<file path="src/rtl/dp_ram_fifo_ctrl.sv">
// dp_ram_fifo_ctrl
// Single-clock FIFO controller that owns both ports of a 16x16 dual-port RAM.
// Port A of the RAM is the write side and port B is the read side. The block
// keeps the write/read pointers and the occupancy count. It also turns the RAM's
// one-cycle registered read into a rd_data/rd_valid pair.
//
// Optional feature: define FIFO_ERR_STICKY_EN to add the sticky overflow and
// underflow flags ovf_err_o and udf_err_o.
//
// Ports
//   clk_i       clock; also drives the RAM's clka/clkb
//   rst_i       synchronous active-high reset
//   wr_en_i     push request
//   wr_data_i   push data
//   full_o      count == DEPTH
//   rd_en_i     pop request
//   rd_data_o   popped word (pass-through of ram_outb_i)
//   rd_valid_o  one-cycle strobe, rd_data_o holds a newly popped word
//   empty_o     count == 0
//   count_o     occupancy 0..DEPTH
//   ovf_err_o   (FIFO_ERR_STICKY_EN) sticky push-while-full flag
//   udf_err_o   (FIFO_ERR_STICKY_EN) sticky pop-while-empty flag
//   ram_ena_o, ram_wea_o, ram_ada_o, ram_dina_o    RAM port A (write)
//   ram_enb_o, ram_web_o, ram_adb_o                RAM port B (read)
//   ram_outb_i  RAM port B registered read data
module dp_ram_fifo_ctrl #(
    parameter int DATA_W = 16,
    parameter int ADDR_W = 4,
    parameter int DEPTH  = 2**ADDR_W
) (
    input  logic              clk_i,
    input  logic              rst_i,
    input  logic              wr_en_i,
    input  logic [DATA_W-1:0] wr_data_i,
    output logic              full_o,
    input  logic              rd_en_i,
    output logic [DATA_W-1:0] rd_data_o,
    output logic              rd_valid_o,
    output logic              empty_o,
    output logic [ADDR_W:0]   count_o,
`ifdef FIFO_ERR_STICKY_EN
    output logic              ovf_err_o,
    output logic              udf_err_o,
`endif
    output logic              ram_ena_o,
    output logic              ram_wea_o,
    output logic [ADDR_W-1:0] ram_ada_o,
    output logic [DATA_W-1:0] ram_dina_o,
    output logic              ram_enb_o,
    output logic              ram_web_o,
    output logic [ADDR_W-1:0] ram_adb_o,
    input  logic [DATA_W-1:0] ram_outb_i
);

    localparam logic [ADDR_W:0]   CNT_FULL = DEPTH[ADDR_W:0];
    localparam logic [ADDR_W:0]   CNT_ONE  = 1;
    localparam logic [ADDR_W-1:0] PTR_ONE  = 1;

    logic [ADDR_W-1:0] wptr_q, wptr_d;
    logic [ADDR_W-1:0] rptr_q, rptr_d;
    logic [ADDR_W:0]   count_q, count_d;
    logic              rd_valid_q;
    logic              push_ok;
    logic              pop_ok;

    assign full_o  = (count_q == CNT_FULL);
    assign empty_o = (count_q == '0);
    assign count_o = count_q;

    // Reset gates both accepts so the RAM is never enabled while rst_i is high.
    assign push_ok = wr_en_i & ~full_o  & ~rst_i;
    assign pop_ok  = rd_en_i & ~empty_o & ~rst_i;

    assign ram_ena_o  = push_ok;
    assign ram_wea_o  = push_ok;
    assign ram_ada_o  = wptr_q;
    assign ram_dina_o = wr_data_i;
    assign ram_enb_o  = pop_ok;
    assign ram_web_o  = 1'b0;
    assign ram_adb_o  = rptr_q;

    // The RAM only refreshes its output on a read, so rd_data holds between pops.
    assign rd_data_o  = ram_outb_i;
    assign rd_valid_o = rd_valid_q;

    always_comb begin
        wptr_d  = wptr_q;
        rptr_d  = rptr_q;
        count_d = count_q;
        // Pointers are exactly ADDR_W bits wide, so the increment wraps at DEPTH.
        if (push_ok) wptr_d = wptr_q + PTR_ONE;
        if (pop_ok)  rptr_d = rptr_q + PTR_ONE;
        case ({push_ok, pop_ok})
            2'b10:   count_d = count_q + CNT_ONE;
            2'b01:   count_d = count_q - CNT_ONE;
            default: count_d = count_q;
        endcase
    end

    always_ff @(posedge clk_i) begin
        if (rst_i) begin
            wptr_q     <= '0;
            rptr_q     <= '0;
            count_q    <= '0;
            rd_valid_q <= 1'b0;
        end else begin
            wptr_q     <= wptr_d;
            rptr_q     <= rptr_d;
            count_q    <= count_d;
            rd_valid_q <= pop_ok;
        end
    end

`ifdef FIFO_ERR_STICKY_EN
    logic ovf_err_q, ovf_err_d;
    logic udf_err_q, udf_err_d;

    always_comb begin
        ovf_err_d = ovf_err_q | (wr_en_i & full_o);
        udf_err_d = udf_err_q | (rd_en_i & empty_o);
    end

    always_ff @(posedge clk_i) begin
        if (rst_i) begin
            ovf_err_q <= 1'b0;
            udf_err_q <= 1'b0;
        end else begin
            ovf_err_q <= ovf_err_d;
            udf_err_q <= udf_err_d;
        end
    end

    assign ovf_err_o = ovf_err_q;
    assign udf_err_o = udf_err_q;
`endif

endmodule
</file>
<file path="config.mk">
export PLATFORM = sky130hd
export DESIGN_NAME = dp_ram_fifo_ctrl
export DESIGN_NICKNAME = d
export VERILOG_FILES = /design/src/rtl/dp_ram_fifo_ctrl.sv
export SDC_FILE = /design/constraint.sdc
export NUM_CORES = 1
export LEC_CHECK = 0
export BUFFER_PORTS_ARGS = -buffer_cell sky130_fd_sc_hd__buf_2
export CAP_MARGIN = 20
export CORE_ASPECT_RATIO = 1.1
export CORE_MARGIN = 2
export CORE_UTILIZATION = 40
export DETAILED_ROUTE_END_ITERATION = 8
export PLACE_DENSITY = 0.84
export SYNTH_ARGS = -nofsm -noshare
export SYNTH_HDL_FRONTEND = slang
export SYNTH_SLANG_ARGS = --single-unit
export TNS_END_PERCENT = 50
</file>
<file path="constraint.sdc">
create_clock -name clk_i -period 5.6 [get_ports clk_i]
set_input_delay 0.28 -clock clk_i [delete_from_list [all_inputs] [get_ports clk_i]]
set_output_delay 0.28 -clock clk_i [all_outputs]
set_load 0.02 [all_outputs]
</file>
==> impl_metrics.env, run 1 <==
export IMPL_grt_max_degree=19
export IMPL_cap_viol_max_count=0
export IMPL_edff_count_synth=0
export IMPL_grt_met2_usage_pct=21.79
export IMPL_syn_area_um2=1005
export IMPL_worst_setup_hold_path_clk_slew_ns=0.09
export IMPL_post_route_cells_drive_above_1_share_pct=27.62
export IMPL_timing_critical_path_from="count_o[0]"
export IMPL_crit_path_start_kind="register"
export IMPL_global_route_usage_total_pct=13.70
export IMPL_worst_reg2reg_startpoint="count_o[0]"
export IMPL_num_io_pins=88
export IMPL_ranking_of_synthesized_cells_by_area="dfxtp_1 28%, buf_4 25%, ha_1 7.5%"
export IMPL_multi_input_gate_area_um2=437.9
export IMPL_post_route_worst_setup_slack_ns=2.727
export IMPL_finalSetupViolations=0
export IMPL_design_die_area_um2=2929
export IMPL_clock_tree_buffer_depth=2
export IMPL_sw_frac_of_total_pct=35.13
export IMPL_finalMaxSlewViolations=0
export IMPL_synthesis_instances=117
export IMPL_numCtsBuffers=3
export IMPL_cts_htree_levels=1
export IMPL_floorplan_die_height_um=56.57
export IMPL_place_ws_ns=2.763
export IMPL_yosys_area_top_type_share_pct=27.90
export IMPL_final_instance_area_um2=918.4
export IMPL_yosys_most_used_dff="dfxtp_1"
export IMPL_clock_skew_ns=0.003095
export IMPL_seq_area_um2=280.3
export IMPL_p_switching_mw=0.09703
export IMPL_vias_per_cell=5.118
export IMPL_power_ir_vdd_worst_mv=0.1563
export IMPL_vias_in_the_first_global_route=701
export IMPL_syn_avg_cell_area_um2=8.587
export IMPL_grt_util_met1_pct=14.43
export IMPL_hp_start="rd_en_i"
export IMPL_share_comb_of_total_power_pct=29.4
export IMPL_timing_critical_path_arrival_ns=3.10
export IMPL_grt_setup_unrepaired="no"
export IMPL_place_detailed_hpwl_um=1470
export IMPL_clock_tree_from_tritoncts="yes"
export IMPL_cts_num_sinks=14
export IMPL_worst_ep_required_time_ns=5.83
export IMPL_p_leak_nw=0.4573
export IMPL_worst_pin_slew_ns=0.5603
export IMPL_groute_layer_met3_usage_pct=6.649
export IMPL_drc=0
export IMPL_finalWeightedCongestion=0.7051
export IMPL_timing_slew_headroom_pct=62.30
export IMPL_max_freq_ghz=0.3481
export IMPL_power_share_sequential_pct=42.9
export IMPL_syn_to_final_growth_pct=-8.593
export IMPL_finalHoldViolCount=0
export IMPL_totalNegativeSetupSlack_ns=0
export IMPL_core_region_area_um2=2449
export IMPL_final_core_util_pct=37.51
export IMPL_num_fill_cells=251
export IMPL_netlist_cell_type_count=28
export IMPL_grt_pass1_wl_um=3029
export IMPL_place_port_buffers=22
export IMPL_firstDrtPassIters=4
export IMPL_type_of_destination_of_the_critical_path="register"
export IMPL_busiest_layer="met2"
export IMPL_mappedNetlistNets=160
export IMPL_final_period_utilization_pct=51.30
export IMPL_intPower_mw=0.1792
export IMPL_dpl_instance_area_um2=882.1
export IMPL_status="finished, final reports clean"
export IMPL_initialDrtViolationCount=10
export IMPL_clkPwrFrac_pct=27.7
export IMPL_timing_critical_path_fanout_max=6
export IMPL_die_width_um=51.79
export IMPL_library_cell_with_the_largest_summed_area_after_synthesis="dfxtp_1"
export IMPL_root_buffer="clkbuf_4"
export IMPL_antenna_found_initial=0
export IMPL_route_vias_total=696
export IMPL_fin_hold_ws_ns=0.2707
export IMPL_fp_row_count=19
export IMPL_antenna_nets_post_route=0
export IMPL_global_route_overflow_total=0
export IMPL_antenna_diode_count=0
export IMPL_ctsResizeCount=0
export IMPL_wl_per_cell_um=13.33
export IMPL_start_util_pct=41.03
export IMPL_min_path_type="in2reg"
export IMPL_yosys_register_bits=14
export IMPL_power_density_nw_per_um2=300.8
export IMPL_yosysWarnings=0
export IMPL_path_class="reg2reg"
export IMPL_final_nets=149
export IMPL_wl_um=1813
export IMPL_post_synthesis_sequential_area_ratio_pct=27.90
export IMPL_clock_insertion_delay_worst_skew_ns=0.29
export IMPL_cts_hold_repair_buffers=0
export IMPL_asyncSetResetFlopFracSynth_pct=0
export IMPL_timing_final_crit_period_ns=2.873
export IMPL_post_cts_repair_setup_buffers=0
-- registers in the layout, indices dropped and copies added, names as in the netlist --
register and count:
ram_ada_o 4, count_o 5, rd_valid_o 1, ram_adb_o 4
-- cell type report --
type,count,share of cell area [%]
timing repair buffer,22,11.99
clock buffer,4,3.951
multi-input combinational,61,47.68
tap,31,4.223
sequential,14,30.52
inverter,4,1.635
-- cells by family after synthesis --
kind of cell / count (synthesis) / synth area share [%]
buffers and inverters: 42 / 28.52
AND/OR/NAND/NOR: 29 / 14.57
flip-flops: 14 / 27.90
AO/OA/AOI/OAI: 13 / 9.216
XOR/XNOR: 8 / 6.973
adder cells (fa/ha/maj): 7 / 9.464
multiplexers: 3 / 2.989
other: 1 / 0.3732
-- per-layer routing --
metal,vias to the layer above,share of wire (%)
met1,315,38
met3,11,12
met4,0,2.7
met5,-,0
li1,327,-
met2,43,47
-- cells in the final DEF, fill, tap and decap left out --
cell	n
nor4bb_1	1
dfxtp_1	14
clkbuf_4	3
inv_1	4
o211ai_1	2
nor2_1	16
nand2_1	1
xnor2_1	4
o31ai_1	1
nor4_1	2
a21o_2	1
mux2i_1	3
or4_1	1
xor2_1	4
and3_1	2
and2_1	1
o21ai_4	1
clkbuf_8	1
a211oi_1	2
fa_1	1
buf_2	22
nand3_1	2
or3_1	1
nand2b_1	1
conb_1	1
ha_1	6
or4_4	1
a21oi_1	6
-- stage by stage --
| stage | instances | power [mW] |
|---|---|---|
| 2_1_floorplan | 117 | 0.2143 |
| 3_3_place_gp | 132 | 0.1997 |
| 3_5_place_dp | 132 | 0.2034 |
| 4_1_cts | 136 | 0.2786 |
| 5_1_grt | 136 | 0.2936 |
| 6_report | 136 | 0.2762 |
-- final timing paths --
path              depth (start not counted)  slack (ns)      endpoint
setup / recovery                          9        2.73    count_o[4]
hold / removal                            3        0.27    rd_valid_o
setup reg to reg                          9        2.73    count_o[4]
hold reg to reg                           2        0.52  ram_adb_o[3]
-- power by group through the flow --
stage | sequential (mW) | combinational, mW | clock, mW
floorplan | 0.129 | 0.0853 | 0
global placement | 0.120 | 0.0797 | 0
detailed placement | 0.121 | 0.0823 | 0
CTS | 0.119 | 0.0827 | 0.0773
global route | 0.120 | 0.0903 | 0.0828
finish | 0.118 | 0.0813 | 0.0765
-- synth_stat cells (2+ instances only) --
library cell	instances
xnor2_1	4
a211oi_1	2
o211ai_1	2
clkbuf_1	3
nor2_1	16
ha_1	6
xor2_1	4
dfxtp_1	14
mux2i_1	3
and3_1	2
inv_1	4
nor4_1	2
nand3_1	2
buf_4	34
a21oi_1	6
-- critical path, cell delays in order, from the launching register on --
cell      delay (ns)
dfxtp_1         0.38
nor4_1          0.55
a21oi_1         0.24
nand2b_1        0.16
ha_1            0.27
ha_1            0.30
a21oi_1         0.18
a21oi_1         0.11
or4_1           0.46
a21oi_1         0.14
No activity file was read; power rests on OpenSTA's default activity.
==> inputs of run 2 (changes only) <==
Settings changed: ABC_AREA set to 1, PLACE_DENSITY 0.84 to 0.8.
Clock period 5.6 ns to 2.9 ns, I/O delays scaled along.
==> run 2 against run 1 <==
- worst setup slack lost 2.0 ns
- via count up 17%
- hold slack worse by 0.12 ns
- die area increased by 14%
- synthesized cell count rose by 34%
- flip-flop and latch count unchanged
- sequential share of layout area down 3.7 points
- combinational power grew to 4.8 times the previous value
- design area rose by 14%
- critical path depth up 3
- critical endpoint unchanged
- largest cell class unchanged
==> impl_metrics.env, run 2 <==
export IMPL_num_fill_cells=299
export IMPL_max_stage_delay_ns=0.47
export IMPL_timing_critical_path_fanout_max=9
export IMPL_post_cts_repair_setup_buffers=0
export IMPL_p_switching_mw=0.3618
export IMPL_antenna_diode_count=0
export IMPL_cp_slowest_cell="dfxtp_1"
export IMPL_fin_hold_ws_ns=0.1549
export IMPL_cts_htree_levels=1
export IMPL_die_width_um=55.23
export IMPL_grt_setup_unrepaired="no"
export IMPL_mostFrequentLayoutCell="nand2_1"
export IMPL_timing_final_crit_period_ns=2.186
export IMPL_vias_per_cell=4.536
export IMPL_cts_hold_repair_buffers=0
export IMPL_design_die_area_um2=3333
export IMPL_finalWeightedCongestion=0.7658
export IMPL_seq_area_um2=280.3
export IMPL_ranking_of_synthesized_cells_by_area="dfxtp_1 24%, buf_4 22%, nand2_1 7.8%"
export IMPL_floorplan_die_height_um=60.36
export IMPL_largest_register_ff_count=5
export IMPL_library_cell_with_the_largest_summed_area_after_synthesis="dfxtp_1"
export IMPL_clkPwrFrac_pct=17.3
export IMPL_syn_area_um2=1155
export IMPL_global_route_usage_total_pct=12.43
export IMPL_multi_input_gate_area_um2=503.0
export IMPL_post_synthesis_sequential_area_ratio_pct=24.27
export IMPL_min_path_type="in2reg"
export IMPL_route_vias_total=812
export IMPL_crit_path_start_kind="register"
export IMPL_type_of_destination_of_the_critical_path="register"
export IMPL_power_ir_vdd_worst_mv=0.3437
export IMPL_post_route_cells_drive_above_1_share_pct=25.34
export IMPL_antenna_nets_post_route=0
export IMPL_place_ws_ns=0.6928
export IMPL_final_period_utilization_pct=75.38
export IMPL_max_freq_ghz=0.4574
export IMPL_yosysWarnings=0
export IMPL_share_comb_of_total_power_pct=48.0
export IMPL_timing_critical_path_arrival_ns=2.38
export IMPL_ctsResizeCount=0
export IMPL_intPower_mw=0.4434
export IMPL_power_density_nw_per_um2=769.8
export IMPL_asyncSetResetFlopFracSynth_pct=0
export IMPL_syn_avg_cell_area_um2=7.356
export IMPL_ys_top_cells_by_count="34 x buf_4, 24 x nand2_1, 19 x inv_1, 19 x nor2_1, 14 x dfxtp_1"
export IMPL_crit_family="simple AND/OR/NAND/NOR gates"
export IMPL_power_share_sequential_pct=34.7
export IMPL_synthMostInstantiatedCell="buf_4"
export IMPL_yosys_register_bits=14
export IMPL_numCtsBuffers=3
export IMPL_path_class="reg2reg"
export IMPL_drc=0
export IMPL_edff_count_synth=0
export IMPL_clock_insertion_delay_worst_skew_ns=0.28
export IMPL_wl_per_cell_um=10.25
export IMPL_status="finished, final reports clean"
export IMPL_p_leak_nw=0.5708
export IMPL_post_route_worst_setup_slack_ns=0.7139
export IMPL_cts_num_sinks=14
export IMPL_timing_critical_path_cells="nor2_4 -> nand3_4 -> nand2_2 -> nor2_1 -> inv_1 -> ha_1 -> ha_1 -> or2_2 -> nand3_1 -> nand3_1 -> nand2_1 -> inv_1"
export IMPL_finalPower_mw=0.8052
export IMPL_worst_setup_hold_path_clk_slew_ns=0.09
export IMPL_clock_tree_buffer_depth=2
export IMPL_sw_frac_of_total_pct=44.93
export IMPL_clock_tree_from_tritoncts="yes"
export IMPL_vias_in_the_first_global_route=826
export IMPL_initialDrtViolationCount=36
export IMPL_totalNegativeSetupSlack_ns=0
export IMPL_timing_critical_path_buf_inv=2
export IMPL_layout_cells_most_common_list="24 x nand2_1, 22 x buf_2, 19 x nor2_1, 19 x inv_1, 14 x dfxtp_1"
export IMPL_place_port_buffers=22
export IMPL_mappedNetlistNets=200
export IMPL_antenna_found_initial=0
export IMPL_root_buffer="clkbuf_4"
export IMPL_wl_um=1834
export IMPL_grt_max_degree=11
export IMPL_yosys_most_used_dff="dfxtp_1"
export IMPL_clock_skew_ns=0.009227
export IMPL_yosys_area_top_type_share_pct=24.27
export IMPL_start_util_pct=41.95
export IMPL_finalHoldViolCount=0
export IMPL_grt_pass1_wl_um=3381
export IMPL_cap_viol_max_count=0
export IMPL_netlist_cell_type_count=23
export IMPL_fp_row_count=20
export IMPL_finalMaxSlewViolations=0
export IMPL_final_nets=190
export IMPL_finalSetupViolations=0
export IMPL_worst_ep_required_time_ns=3.09
export IMPL_firstDrtPassIters=4
export IMPL_final_core_util_pct=38.00
export IMPL_core_region_area_um2=2753
export IMPL_global_route_overflow_total=0
export IMPL_num_io_pins=88
export IMPL_synthesis_instances=157
export IMPL_syn_to_final_growth_pct=-9.426
export IMPL_place_detailed_hpwl_um=1456
## run 2: power by group through the flow
stage                     Clock, mW  Sequential, mW  Combinational, mW
after floorplan                   0           0.320              0.330
after global routing          0.154           0.287              0.449
after CTS                     0.147           0.281              0.392
final                         0.139           0.279              0.387
after global placement            0           0.285              0.386
after detailed placement          0           0.285              0.391
## run 2: per-layer routing
metal | share of wire (%) | track usage, % | vias up
met3 | 9.1 | 5.330 | 4
li1 | - | - | 432
met5 | 0 | 0 | -
met4 | 0.76 | 2.787 | 0
met1 | 43 | 15.12 | 349
met2 | 47 | 20.75 | 27
## run 2: area by class of cell
type,instances,area share (%)
clock buffer,4,3.469
inverter,20,7.177
multi-input combinational,86,48.09
sequential,14,26.79
tap,33,3.947
timing repair buffer,22,10.53
## run 2: logic make-up (layout without fill, tap and decap cells)
group | Yosys count | after routing | synth area share (%)
AOI/OAI and AO/OA | 8 | 8 | 4.117
xor gates and xnor gates | 2 | 2 | 1.517
adders and majority gates | 7 | 7 | 8.234
buffers and inverters | 57 | 46 | 32.18
DFF | 14 | 14 | 24.27
other | 1 | 1 | 0.3247
and+or+nand+nor | 68 | 68 | 29.36
## run 2: through the flow
stage	instance area, µm²	cells
after floorplan	1155	157
after global placement	1010	175
after detailed placement	1010	175
after CTS	1046	179
after global routing	1046	179
final	1046	179
## run 2: worst paths after layout
check | start | end | slack (ns) | depth (start not counted)
hold reg to reg | ram_adb_o[1] | ram_adb_o[1] | 0.50 | 2
hold / removal | rst_i | ram_ada_o[1] | 0.15 | 2
setup / recovery | count_o[0] | count_o[4] | 0.71 | 12
setup reg to reg | count_o[0] | count_o[4] | 0.71 | 12
